File: src/rtl/uart_rx_fifo_if.sv
// uart_rx_fifo_if: groups the receiver's configuration, serial input and read-side FIFO port.
// Latency: none, this is a bundle of wires.
// Backpressure: the read side is valid/ready (rd_valid/rd_ready); the serial side cannot be stalled.
//
// Ports (as seen by the receiver, slave modport):
//   en, clk_div, data_size, parity_en, parity_mode, stop2 : configuration inputs
//   rx                                                  : serial line, idle high
//   rd_data, rd_err, rd_valid, rd_ready, count          : head-of-FIFO read port
//   overrun, ovr_clr                                    : sticky drop flag and its clear
//   busy                                                : receiver is mid-frame
interface uart_rx_fifo_if #(
    parameter int FIFO_DEPTH = 8,
    parameter int DIV_WIDTH  = 16
);
    logic                          en;
    logic [DIV_WIDTH-1:0]          clk_div;
    logic [1:0]                    data_size;
    logic                          parity_en;
    logic [1:0]                    parity_mode;
    logic                          stop2;
    logic                          rx;
    logic [7:0]                    rd_data;
    logic [1:0]                    rd_err;
    logic                          rd_valid;
    logic                          rd_ready;
    logic [$clog2(FIFO_DEPTH):0]   count;
    logic                          overrun;
    logic                          ovr_clr;
    logic                          busy;

    modport master (
        output en, clk_div, data_size, parity_en, parity_mode, stop2, rx, rd_ready, ovr_clr,
        input  rd_data, rd_err, rd_valid, count, overrun, busy
    );

    modport slave (
        input  en, clk_div, data_size, parity_en, parity_mode, stop2, rx, rd_ready, ovr_clr,
        output rd_data, rd_err, rd_valid, count, overrun, busy
    );
endinterface

File: src/rtl/uart_rx_fifo.sv
// uart_rx_fifo: oversampling UART receiver feeding a FIFO of {frame err, parity err, data} entries.
// Latency: entry appears on rd_* the cycle after the last stop-bit sample (+2 clk with UART_RX_SYNC_EN).
// Backpressure: none toward the line; a frame arriving on a full FIFO with no pop is dropped and sets overrun.
//
// Ports: i_clk (rising edge), i_rst (synchronous, active high), bus (uart_rx_fifo_if.slave).
// Optional feature macro: UART_RX_SYNC_EN adds a 2-flop synchronizer (reset to 1) on rx.
module uart_rx_fifo #(
    parameter int FIFO_DEPTH = 8,
    parameter int OVERSAMPLE = 16,
    parameter int DIV_WIDTH  = 16
) (
    input  logic          i_clk,
    input  logic          i_rst,
    uart_rx_fifo_if.slave bus
);
    localparam int PTR_W  = $clog2(FIFO_DEPTH);
    localparam int CNT_W  = PTR_W + 1;
    localparam int TCNT_W = $clog2(OVERSAMPLE);

    // Start bit is checked 7 ticks after the detecting tick (tick index OVERSAMPLE/2-1 counting
    // the detecting tick as 0); the counter is compared before its increment, hence the -2.
    localparam logic [TCNT_W-1:0] T_START = TCNT_W'(OVERSAMPLE / 2 - 2);
    localparam logic [TCNT_W-1:0] T_BIT   = TCNT_W'(OVERSAMPLE - 1);

    typedef enum logic [2:0] {
        S_IDLE,
        S_START,
        S_DATA,
        S_PARITY,
        S_STOP
    } state_t;

    // ---------------- oversample tick divider ----------------
    logic [DIV_WIDTH-1:0] r_div;
    logic                 w_tick;

    assign w_tick = bus.en && (r_div == bus.clk_div);

    always_ff @(posedge i_clk) begin
        if (i_rst || !bus.en || w_tick) begin
            r_div <= '0;
        end else begin
            r_div <= r_div + DIV_WIDTH'(1);
        end
    end

    // ---------------- serial input ----------------
    logic w_rx;
`ifdef UART_RX_SYNC_EN
    logic [1:0] r_sync;

    always_ff @(posedge i_clk) begin
        if (i_rst) begin
            r_sync <= 2'b11;
        end else begin
            r_sync <= {r_sync[0], bus.rx};
        end
    end

    assign w_rx = r_sync[1];
`else
    assign w_rx = bus.rx;
`endif

    // ---------------- frame FSM ----------------
    state_t              r_state;
    logic [TCNT_W-1:0]   r_tcnt;
    logic [2:0]          r_bitcnt;
    logic                r_stopcnt;
    logic [7:0]          r_data;
    logic                r_perr;
    logic                r_ferr;
    logic [1:0]          r_dsize;
    logic                r_par_en;
    logic [1:0]          r_par_mode;
    logic                r_stop2;

    logic                w_last_bit;
    logic                w_mid;
    logic                w_exp_par;
    logic                w_push;
    logic [9:0]          w_push_dat;

    assign w_last_bit = (r_bitcnt == (3'd4 + {1'b0, r_dsize}));
    assign w_mid      = w_tick && (r_tcnt == T_BIT);

    // Unused upper data bits are held at 0, so reducing over all 8 bits is safe.
    always_comb begin
        w_exp_par = 1'b0;
        case (r_par_mode)
            2'b11:   w_exp_par = ~^r_data;
            2'b10:   w_exp_par = ^r_data;
            2'b01:   w_exp_par = 1'b1;
            default: w_exp_par = 1'b0;
        endcase
    end

    // The final stop sample folds straight into the pushed frame-error flag.
    assign w_push     = (r_state == S_STOP) && w_mid && (r_stopcnt == r_stop2);
    assign w_push_dat = {r_ferr | ~w_rx, r_perr, r_data};

    always_ff @(posedge i_clk) begin
        if (i_rst) begin
            r_state    <= S_IDLE;
            r_tcnt     <= '0;
            r_bitcnt   <= '0;
            r_stopcnt  <= 1'b0;
            r_data     <= '0;
            r_perr     <= 1'b0;
            r_ferr     <= 1'b0;
            r_dsize    <= '0;
            r_par_en   <= 1'b0;
            r_par_mode <= '0;
            r_stop2    <= 1'b0;
        end else if (!bus.en) begin
            r_state <= S_IDLE;
            r_tcnt  <= '0;
        end else if (w_tick) begin
            case (r_state)
                S_IDLE: begin
                    if (!w_rx) begin
                        r_state <= S_START;
                        r_tcnt  <= '0;
                    end
                end
                S_START: begin
                    if (r_tcnt == T_START) begin
                        if (w_rx) begin
                            r_state <= S_IDLE;
                        end else begin
                            r_state    <= S_DATA;
                            r_tcnt     <= '0;
                            r_bitcnt   <= '0;
                            r_data     <= '0;
                            r_perr     <= 1'b0;
                            r_ferr     <= 1'b0;
                            r_dsize    <= bus.data_size;
                            r_par_en   <= bus.parity_en;
                            r_par_mode <= bus.parity_mode;
                            r_stop2    <= bus.stop2;
                        end
                    end else begin
                        r_tcnt <= r_tcnt + TCNT_W'(1);
                    end
                end
                S_DATA: begin
                    if (r_tcnt == T_BIT) begin
                        r_tcnt           <= '0;
                        r_data[r_bitcnt] <= w_rx;
                        r_bitcnt         <= r_bitcnt + 3'd1;
                        if (w_last_bit) begin
                            r_stopcnt <= 1'b0;
                            r_state   <= r_par_en ? S_PARITY : S_STOP;
                        end
                    end else begin
                        r_tcnt <= r_tcnt + TCNT_W'(1);
                    end
                end
                S_PARITY: begin
                    if (r_tcnt == T_BIT) begin
                        r_tcnt  <= '0;
                        r_perr  <= (w_rx != w_exp_par);
                        r_state <= S_STOP;
                    end else begin
                        r_tcnt <= r_tcnt + TCNT_W'(1);
                    end
                end
                S_STOP: begin
                    if (r_tcnt == T_BIT) begin
                        r_tcnt <= '0;
                        if (!w_rx) begin
                            r_ferr <= 1'b1;
                        end
                        if (r_stopcnt == r_stop2) begin
                            r_state <= S_IDLE;
                        end else begin
                            r_stopcnt <= 1'b1;
                        end
                    end else begin
                        r_tcnt <= r_tcnt + TCNT_W'(1);
                    end
                end
                default: r_state <= S_IDLE;
            endcase
        end
    end

    // ---------------- receive FIFO ----------------
    logic [9:0]       r_mem [FIFO_DEPTH];
    logic [PTR_W-1:0] r_wptr;
    logic [PTR_W-1:0] r_rptr;
    logic [CNT_W-1:0] r_count;
    logic             r_ovr;

    logic             w_empty;
    logic             w_full;
    logic             w_pop;
    logic             w_wr;
    logic [9:0]       w_head;

    assign w_empty = (r_count == '0);
    assign w_full  = (r_count == CNT_W'(FIFO_DEPTH));
    assign w_pop   = bus.rd_ready && !w_empty;
    // A pop in the same cycle frees the slot, so a push on a full FIFO still lands.
    assign w_wr    = w_push && (!w_full || w_pop);
    assign w_head  = r_mem[r_rptr];

    always_ff @(posedge i_clk) begin
        if (w_wr) begin
            r_mem[r_wptr] <= w_push_dat;
        end
    end

    always_ff @(posedge i_clk) begin
        if (i_rst) begin
            r_wptr  <= '0;
            r_rptr  <= '0;
            r_count <= '0;
            r_ovr   <= 1'b0;
        end else begin
            if (w_wr) begin
                r_wptr <= r_wptr + PTR_W'(1);
            end
            if (w_pop) begin
                r_rptr <= r_rptr + PTR_W'(1);
            end
            case ({w_wr, w_pop})
                2'b10:   r_count <= r_count + CNT_W'(1);
                2'b01:   r_count <= r_count - CNT_W'(1);
                default: r_count <= r_count;
            endcase
            // A new drop wins over a coincident clear.
            if (w_push && !w_wr) begin
                r_ovr <= 1'b1;
            end else if (bus.ovr_clr) begin
                r_ovr <= 1'b0;
            end
        end
    end

    assign bus.rd_valid = !w_empty;
    assign bus.rd_data  = w_empty ? 8'h00 : w_head[7:0];
    assign bus.rd_err   = w_empty ? 2'b00 : w_head[9:8];
    assign bus.count    = r_count;
    assign bus.overrun  = r_ovr;
    assign bus.busy     = (r_state != S_IDLE);
endmodule
File: src/flat_wrapper.sv
// flat-port wrapper written by rule: the top's interface ports become plain ports
module uart_rx_fifo_flat 
#(
    parameter int FIFO_DEPTH = 8,
    parameter int OVERSAMPLE = 16,
    parameter int DIV_WIDTH  = 16
)
  (i_clk, i_rst, bus_en, bus_clk_div, bus_data_size, bus_parity_en, bus_parity_mode, bus_stop2, bus_rx, bus_rd_ready, bus_ovr_clr, bus_rd_data, bus_rd_err, bus_rd_valid, bus_count, bus_overrun, bus_busy);
  uart_rx_fifo_if #(.FIFO_DEPTH(FIFO_DEPTH), .DIV_WIDTH(DIV_WIDTH)) bus_i ();
  input  logic i_clk;
  input  logic i_rst;
  input wire logic [$bits(bus_i.en)-1:0] bus_en;
  input wire logic [$bits(bus_i.clk_div)-1:0] bus_clk_div;
  input wire logic [$bits(bus_i.data_size)-1:0] bus_data_size;
  input wire logic [$bits(bus_i.parity_en)-1:0] bus_parity_en;
  input wire logic [$bits(bus_i.parity_mode)-1:0] bus_parity_mode;
  input wire logic [$bits(bus_i.stop2)-1:0] bus_stop2;
  input wire logic [$bits(bus_i.rx)-1:0] bus_rx;
  input wire logic [$bits(bus_i.rd_ready)-1:0] bus_rd_ready;
  input wire logic [$bits(bus_i.ovr_clr)-1:0] bus_ovr_clr;
  output wire logic [$bits(bus_i.rd_data)-1:0] bus_rd_data;
  output wire logic [$bits(bus_i.rd_err)-1:0] bus_rd_err;
  output wire logic [$bits(bus_i.rd_valid)-1:0] bus_rd_valid;
  output wire logic [$bits(bus_i.count)-1:0] bus_count;
  output wire logic [$bits(bus_i.overrun)-1:0] bus_overrun;
  output wire logic [$bits(bus_i.busy)-1:0] bus_busy;
  assign bus_i.en = bus_en;
  assign bus_i.clk_div = bus_clk_div;
  assign bus_i.data_size = bus_data_size;
  assign bus_i.parity_en = bus_parity_en;
  assign bus_i.parity_mode = bus_parity_mode;
  assign bus_i.stop2 = bus_stop2;
  assign bus_i.rx = bus_rx;
  assign bus_i.rd_ready = bus_rd_ready;
  assign bus_i.ovr_clr = bus_ovr_clr;
  assign bus_rd_data = bus_i.rd_data;
  assign bus_rd_err = bus_i.rd_err;
  assign bus_rd_valid = bus_i.rd_valid;
  assign bus_count = bus_i.count;
  assign bus_overrun = bus_i.overrun;
  assign bus_busy = bus_i.busy;
  uart_rx_fifo #(.FIFO_DEPTH(FIFO_DEPTH), .OVERSAMPLE(OVERSAMPLE), .DIV_WIDTH(DIV_WIDTH)) u_core (.i_clk(i_clk), .i_rst(i_rst), .bus(bus_i));
endmodule
File: config.mk
export PLATFORM = sky130hd
export DESIGN_NAME = uart_rx_fifo_flat
export DESIGN_NICKNAME = d
export VERILOG_FILES = /design/src/rtl/uart_rx_fifo_if.sv /design/src/rtl/uart_rx_fifo.sv /design/src/flat_wrapper.sv
export SDC_FILE = /design/constraint.sdc
export NUM_CORES = 1
export LEC_CHECK = 0
export ABC_AREA = 1
export ABC_CLOCK_PERIOD_IN_PS = 4200
export CAP_MARGIN = 20
export CORE_UTILIZATION = 40
export CTS_BUF_LIST = sky130_fd_sc_hd__clkbuf_8
export DETAILED_ROUTE_END_ITERATION = 12
export PLACE_DENSITY_LB_ADDON = 0.05
export SYNTH_ARGS = -nofsm -noshare
export SYNTH_HDL_FRONTEND = slang
export SYNTH_SLANG_ARGS = --single-unit
File: constraint.sdc
create_clock -name i_clk -period 4.2 [get_ports i_clk]
set_input_delay 0.84 -clock i_clk [delete_from_list [all_inputs] [get_ports i_clk]]
set_output_delay 0.84 -clock i_clk [all_outputs]
set_load 0.05 [all_outputs]
==> key figures <==
Layout
  • Area occupied by multi-input gates: 2510 um^2
  • Nets: 824
  • Fillers: 1563
  • Layout cell share with drive strength beyond 1: 10.9%
  • Antenna diode count: 0
  • Area Overhead vs Synth: 18.0%
  • Non-filler cells in the finished layout: 1016
  • FF+latch area: 3540 um^2

Synthesis
  • Synth area leaders: edfxtp_1 37%, dfxtp_1 18%, nor2_1 7.7%, o21ai_0 6.2%, nand2_1 6.2%
  • Xor and xnor area share after synthesis: 2.84%
  • Synth Flop Type: edfxtp_1
  • Post-synth EDFFs: 80
  • Simple-Gate Fraction of Synth Area: 21.3%
  • FFs w/ async S/R, synth: 0%
  • Yosys cell types: 44
  • Synth area leader: edfxtp_1
  • Leading cell types by count after synthesis: 133 x nor2_1, 106 x nand2_1, 80 x edfxtp_1, 80 x o21ai_0, 69 x inv_1
  • Avg Synthesized Cell Area: 8.83 um^2
  • Mux contribution to synthesized area: 0%
  • Synthesis Warnings: 0
  • Largest family of logic cells by synthesized area: simple AND/OR/NAND/NOR gates
  • Synth Area in Adders: 1.86%
  • Cells after synthesis: 732
  • Flip-flop and latch count after synthesis: 137
  • Register area share after synthesis: 54.8%
  • Synth top area share: 37.2%
  • Mapped cell area: 6470 um^2
  • Syn nets: 769
  • Compound-Gate Fraction of Synth Area: 12.8%
  • Count leader, synth: nor2_1

Worst setup path
  • Crit path DAT: 2880 ps
  • CP startpoint kind: flip-flop
  • Crit-path most repeated cell: o21ai_0
  • Reg2reg path depth: 19
  • Critical path peak fanout: 27
  • Crit-path slowest cell: clkdlybuf4s50_1
  • Worst Setup End Kind: output pin
  • Worst-path cell chain: inv_1, o21ai_0, o22ai_1, o21ai_0, a31oi_1, clkdlybuf4s50_1
  • WS Path Type: flip-flop to output pin
  • Crit-path max cell delay: 830 ps
  • CP required: 3360 ps

STA
  • Fmax: 269 MHz
  • Max Transition Viols Final: 0
  • Final min period: 3720 ps
  • Worst-margin pin slew: 778 ps
  • Fin Setup TNS: 0 ps
  • Final setup vio count: 0
  • Max_slew headroom: 48.1%
  • Setup Skew: 13.0 ps
  • Final hold violations: 0
  • RSZ-0062 raised after global routing: no
  • Tcrit/Tclk final: 88.5%

CTS
  • CTS tree: built
  • Worst-Skew Late Latency: 450 ps
  • Worst-path clk slew: 70 ps
  • Clk sink count: 137
  • Cts hold-fix bufs: 0
  • Resized Gates After CTS: 0
  • H-tree level count: 4
  • CTS Root Cell: clkbuf_8
  • Clock Tree Buf Depth: 2
  • Cts bufs inserted: 17
  • Postcts setup bufs: 0

Power and ir drop
  • Overall power: 3.69 mW
  • Psw: 1.23 mW
  • PwrDens: 484 nW/um^2
  • LEAKAGE: 3.01 nW
  • Max VDD drop: 0.311 mV
  • Sw Ratio: 33.4%
  • Internal power component: 2.46 mW
  • Part of the power in registers: 40.0%
  • Logic gate share of total power: 27.2%
  • Clock share of power: 32.9%

Global route
  • First-pass GRT wire length: 24.8 mm
  • Initial antenna violation count: 0
  • Largest net degree at the start of global routing: 41
  • Grt ovf: 0
  • Gr usage total: 19.8%
  • Vias in the first global route: 4767

Drt
  • 1st-pass router iterations: 4
  • Post-DRT Antenna Nets: 0
  • Starting DRT DRC Count: 352
  • DRC errors left: 0
  • DR vias/cell: 4.90
  • Detailed-route wire length: 15.1 mm
  • Drt wl/cell: 14.9 um
  • Routed via count: 4982

Worst hold path
  • Hold WC Path Type: flip-flop to flip-flop
  • WHS Path Cells: 2

Floorplanning
  • Die height: 129 um
  • Die area: 16700 um^2
  • CORE AREA: 15800 um^2
  • Site row count: 46
  • I/O pins: 45
  • Die Span X: 129 um
  • Initial Util: 40.9%

Place
  • Dpl cells: 984
  • GPL Wtd Cong: 0.883
  • Hpwl dp: 10.4 mm
  • Buffers on Ports: 44

Job
  • MaxCap Viol Count: 0

Status
  • Status: complete, no violations
-- placed cells by master (no fill, tap or decap), types with 6 or more instances in the layout --
| cell | n |
|---|---|
| nor2_1 | 133 |
| nand2_1 | 106 |
| o21ai_0 | 80 |
| edfxtp_1 | 80 |
| inv_1 | 73 |
| dfxtp_1 | 57 |
| clkdlybuf4s50_1 | 44 |
| a21oi_1 | 34 |
| nand3_1 | 19 |
| clkbuf_8 | 17 |
| buf_4 | 15 |
| inv_2 | 13 |
| xnor2_1 | 13 |
| a31oi_1 | 13 |
| o22ai_1 | 11 |
| nor3_2 | 11 |
| nor2_2 | 9 |
| nor3_1 | 8 |
| xor2_1 | 8 |
| ha_1 | 8 |
| o21ai_1 | 6 |
-- final cells by class --
cell class | instances | share of cell area [%]
flip-flops and latches | 137 | 46.5
repair buffers | 59 | 7.25
multi-input cells | 490 | 32.9
inverters | 82 | 4.04
well taps | 216 | 3.54
clock inverters | 15 | 2.76
clock buffers | 17 | 3.07
-- worst max-delay path, delay by kind of cell, from the launching register on --
kind	cells	cell delay, ps
buf+inv	2	1390
compound gates	4	720
flops	1	310
-- final timing paths --
check | start | endpoint | slack [ps]
worst max-delay path | flip-flop | bus_rd_data[7] | 480
worst min-delay path | u_core.r_rptr[2] | flip-flop | 470
worst max register to register | u_core.r_state[1] | u_core.bus.count[3] | 1510
worst min register to register | u_core.r_rptr[2] | flip-flop | 470
-- stage by stage --
step | cell area [um^2] | hold WS (ps) | util [%] | setup slack [ps]
floorplan | 6470 | 430 | - | 753
global placement | 7180 | 449 | 45.4 | 876
detailed placement | 7180 | 455 | 45.4 | 821
CTS | 7630 | 466 | 48.2 | 421
global route | 7630 | 487 | 48.2 | 204
finish | 7630 | 465 | 48.2 | 481
-- layer usage --
| layer | share of wire, % | global-route usage (%) |
|---|---|---|
| met1 | 47 | 25.2 |
| met3 | 3.0 | 4.09 |
| met5 | 0 | 0 |
| met4 | 1.7 | 7.13 |
| met2 | 48 | 33.4 |
-- state kept, by name, indices dropped and copies added (netlist names), named ones only --
register / count
u_core.r_stop2: 1
u_core.r_tcnt: 4
u_core.r_bitcnt: 3
u_core.r_par_mode: 2
u_core.r_rptr: 3
u_core.r_perr: 1
u_core.r_data: 8
u_core.r_ferr: 1
u_core.r_wptr: 3
u_core.r_stopcnt: 1
u_core.r_par_en: 1
u_core.bus.overrun: 1
u_core.bus.count: 4
u_core.r_mem: 80
u_core.r_state: 3
u_core.r_div: 16
u_core.r_dsize: 2
-- cells by family (layout without fill, tap and decap cells) --
logic type,Yosys count,in the layout
AOI/OAI and AO/OA,153,153
xor gates and xnor gates,21,21
adders and majority gates,9,9
buffers and inverters,105,173
DFF,137,137
and+or+nand+nor,307,307
-- power groups by stage --
stage	sequential, mW	clock, mW	combinational (mW)
after floorplan	1.53	0	0.655
after global placement	1.50	0	1.00
after detailed placement	1.50	0	1.01
after CTS	1.47	1.24	1.01
after global routing	1.48	1.30	1.11
final	1.47	1.21	1.00
(Power assumes the default switching activity.)
==> RTL edit 1, RTL diff (config.mk and constraints unchanged) <==
One comparison of `r_tcnt` changes from == to >=.
--- a/src/rtl/uart_rx_fifo.sv
+++ b/src/rtl/uart_rx_fifo.sv
@@ -124,7 +124,7 @@
                     end
                 end
                 S_START: begin
-                    if (r_tcnt == T_START) begin
+                    if (r_tcnt >= T_START) begin
                         if (w_rx) begin
                             r_state <= S_IDLE;
                         end else begin
Behaviour: same outputs for any inputs over 10 cycles, from zero or initial values and one cycle with i_rst high; that may be too few to reach the edited logic, so the function may still have changed.
==> RTL edit 1 against the unedited design <==
Wire length up 4.2%; highest routed layer unchanged; register-to-register slack better by 0.06 ns; design area is 3.5% higher; synthesized area rose by 4.5%; sequential cell count unchanged; critical path type unchanged; total power is 1.7% higher; setup slack improved by 0.17 ns; synthesized cell count rose by 10%; first-iteration DRC count grew 9.4%; combinational power increased by 9%.
==> RTL edit 1: results (changes against the unedited design) <==
[outcome]
status = completed

[route]
wirelength_mm = 15.7  ; +4.2%
avgRoutedWirePerCell_microns = 14.5  ; -2.7%
dr.pass1.iters = 5  ; +1
m1WireLength_mm = 7.16  ; +0.93%
met3_length_microns = 448  ; +0.22%
viasPerCell = 5.02  ; +2.4%

[logic_synthesis]
yosys-top-cells-area = edfxtp_1 (36%), dfxtp_1 (17%), nand2_1 (7.7%)
synth_fa_ha_area_frac = 0.0167  ; -0.00192
syn_area_per_cell_sq_um = 8.39  ; -5.1%
syn-num-nets = 843  ; +9.6%
seq_area_frac_synth = 0.524  ; -0.0238
synth.distinct_cells = 37  ; -16%

[min_path]
hp-start = u_core.bus.overrun

[place]
dp_cells = 1057  ; +7.4%
hpwl_mm = 11.1  ; +6.5%
placed_area_sq_um = 7470  ; +4.0%
gp_congestion = 0.809  ; -8.4%

[timing]
clock_skew_ns = 0.00982  ; -0.00315 ns
tightest_slew_ns = 0.651  ; -0.127 ns
period_share = 0.846  ; -0.0395

[critical_path]
crit_path_end = bus_rd_data[4]
ff2ff_setup_slack_ns = 1.57  ; +0.06 ns
crit_fanout = 14  ; -48%
critPathArrivalTime_ns = 2.71  ; -0.17 ns
rr_worst_depth = 18  ; -1

[global_routing]
globalRouteMet1Util = 0.233  ; -0.0188
grt_first_pass_wirelength_mm = 26.0  ; +4.8%
gr-usage-met3 = 0.0350  ; -0.00589
grt_pass1_vias = 5187  ; +8.8%

[final_layout]
finalNetCount = 893  ; +8.4%
nFillCells = 1575  ; +0.77%
drive_gt1_frac = 0.0922  ; -0.0166

[power_and_ir_drop]
ir_drop_v = 0.000353  ; +13%
p_leak_uw = 0.00305  ; +1.3%

-- RTL edit 1: cell types whose count changed in the layout (fill, tap and decap cells not counted), moves of 8 or more --
cell / unedited run / this run
nand2_1: 106 / 138
o21ai_0: 80 / 72
a21oi_1: 34 / 43
nand4_1: 5 / 19
nor3_1: 8 / 17
nand3_1: 19 / 33
-- RTL edit 1: where the power goes --
group | internal [uW] | switching [uW]
sequential | 1440 | 40.7
clock | 648 | 538
combinational | 356 | 731
-- RTL edit 1: cell type report --
class                   instances  area (sq um)  share of cell area
inverters                      91           342              0.0433
repair buffers                 58           558              0.0707
flip-flops and latches        137          3540               0.449
well taps                     220           275              0.0349
clock buffers                  17           234              0.0296
clock inverters                14           195              0.0247
multi-input cells             551          2750               0.348
-- RTL edit 1: worst min-delay path, cell delays in order, from the launching register on --
cell,delay (ns)
dfxtp_1,0.31
nand2_1,0.06
a21oi_1,0.05
==> RTL edit 2, RTL diff (same settings) <==
Without the edit above. Build with the macro `UART_RX_SYNC_EN` defined.
--- a/src/rtl/uart_rx_fifo.sv
+++ b/src/rtl/uart_rx_fifo.sv
@@ -4,6 +4,8 @@
 //
 // Ports: i_clk (rising edge), i_rst (synchronous, active high), bus (uart_rx_fifo_if.slave).
 // Optional feature macro: UART_RX_SYNC_EN adds a 2-flop synchronizer (reset to 1) on rx.
+`define UART_RX_SYNC_EN
+
 module uart_rx_fifo #(
     parameter int FIFO_DEPTH = 8,
     parameter int OVERSAMPLE = 16,
Behaviour: not the same (Yosys sat finds a counterexample within 4 cycles, from zero or initial values and one cycle with i_rst high).
==> RTL edit 2 against the unedited design <==
Synthesized area grew 3.8%; first-iteration DRC count grew 7.4%; setup slack gained 0.062 ns; design area grew 2.2%; die area grew 3.8%; total power shrank 0.83%; hold slack lost 0.050 ns; sequential cell count grew 2; wire length grew 3.9%.
==> RTL edit 2: results (changes against the unedited design) <==
[outcome]
status = completed

[final_layout]
multiInputGateArea_sq_um = 2710  ; +8.0%
layout.nonclk_buf_frac = 0.0709  ; -0.00158
num-clock-buffers = 19  ; +2
inv_count = 81  ; -1.2%
layout.cell_area.non_filler_sq_um = 7800  ; +2.2%
drive_gt1_frac = 0.0955  ; -0.0133
seq-cell-share = 0.460  ; -0.00500
final_cells = 1054  ; +3.7%

[timing]
clock_skew_ns = 0.0126  ; -0.000400 ns
slew_headroom = 0.503  ; +0.0218

[global_routing]
gr-usage-met3 = 0.0386  ; -0.00230
globalRouteMet1Util = 0.249  ; -0.00290
met2_usage = 0.311  ; -0.0236
grt_first_pass_wirelength_mm = 26.0  ; +4.9%

[logic_synthesis]
syn-num-nets = 810  ; +5.3%
synth_xor_area_frac = 0.0274  ; -0.00104
syn_area_per_cell_sq_um = 8.68  ; -1.7%
synth_fa_ha_area_frac = 0.0179  ; -0.000682
synth_common_cells = nor2_1 (127), nand2_1 (114), edfxtp_1 (80)
synth-compound-area-share = 0.120  ; -0.00769

[place]
hpwl_mm = 11.1  ; +6.3%
dp_cells = 1022  ; +3.9%

[route]
wirelength_mm = 15.7  ; +3.9%
dr.pass1.iters = 5  ; +1
vias = 5347  ; +7.3%
drtIter0Drc = 378  ; +7.4%

[critical_path]
crit_fanout = 17  ; -37%
critPathArrivalTime_ns = 2.82  ; -0.06 ns

[power_and_ir_drop]
p_leak_uw = 0.00299  ; -0.63%
ir_drop_v = 0.000363  ; +16%

[RTL edit 2: cell types whose count changed after synthesis, sizes merged, moves of 5 or more]
| cell | change |
|---|---|
| a21oi | +5 |
| nand4 | +20 |
| nor3 | +10 |
| nand3 | +5 |
| nand2 | +13 |
| o21ai | -12 |
| nor2 | -6 |
[RTL edit 2: through the flow]
stage          power (uW)  setup WS (ns)
2_1_floorplan        2290          0.748
3_3_place_gp         2650          0.744
3_5_place_dp         2660          0.653
4_1_cts              3710          0.488
5_1_grt              3870          0.305
6_report             3660          0.543
[RTL edit 2: worst reg2reg max path: stages, from the launching register on]
cell,delay [ns]
dfxtp_1,0.38
nor2_1,0.20
nand2_2,0.11
inv_1,0.08
nand2_1,0.06
nor2_1,0.22
nand4_1,0.19
nand2_1,0.23
inv_1,0.10
ha_1,0.33
nand2_1,0.08
nand2_1,0.04
a31oi_1,0.18
inv_1,0.06
nand3_1,0.08
nand2_1,0.05
inv_1,0.06
nand3_1,0.07
nand2_1,0.06
nor2_1,0.04
[RTL edit 2: power by group through the flow]
stage / registers, uW / clock network [uW] / logic (uW)
after detailed placement: 1550 / 0 / 1120
after CTS: 1520 / 1070 / 1120
after global routing: 1520 / 1120 / 1220
after floorplan: 1570 / 0 / 722
final: 1520 / 1030 / 1110
after global placement: 1550 / 0 / 1100
[RTL edit 2: final timing paths]
path,startpoint,to,slack (ns),cells past startpoint
setup / recovery,flop,bus_rd_data[1],0.54,7
hold / removal,u_core.r_sync[0],u_core.r_sync[1],0.42,1
setup reg to reg,u_core.r_state[0],u_core.bus.count[3],1.48,19
hold reg to reg,u_core.r_sync[0],u_core.r_sync[1],0.42,1
[RTL edit 2: routing by layer]
layer,part of all wire,vias up
met5,0,-
met4,0.016,0
met3,0.032,21
met2,0.47,92
met1,0.48,2507
li1,-,2727
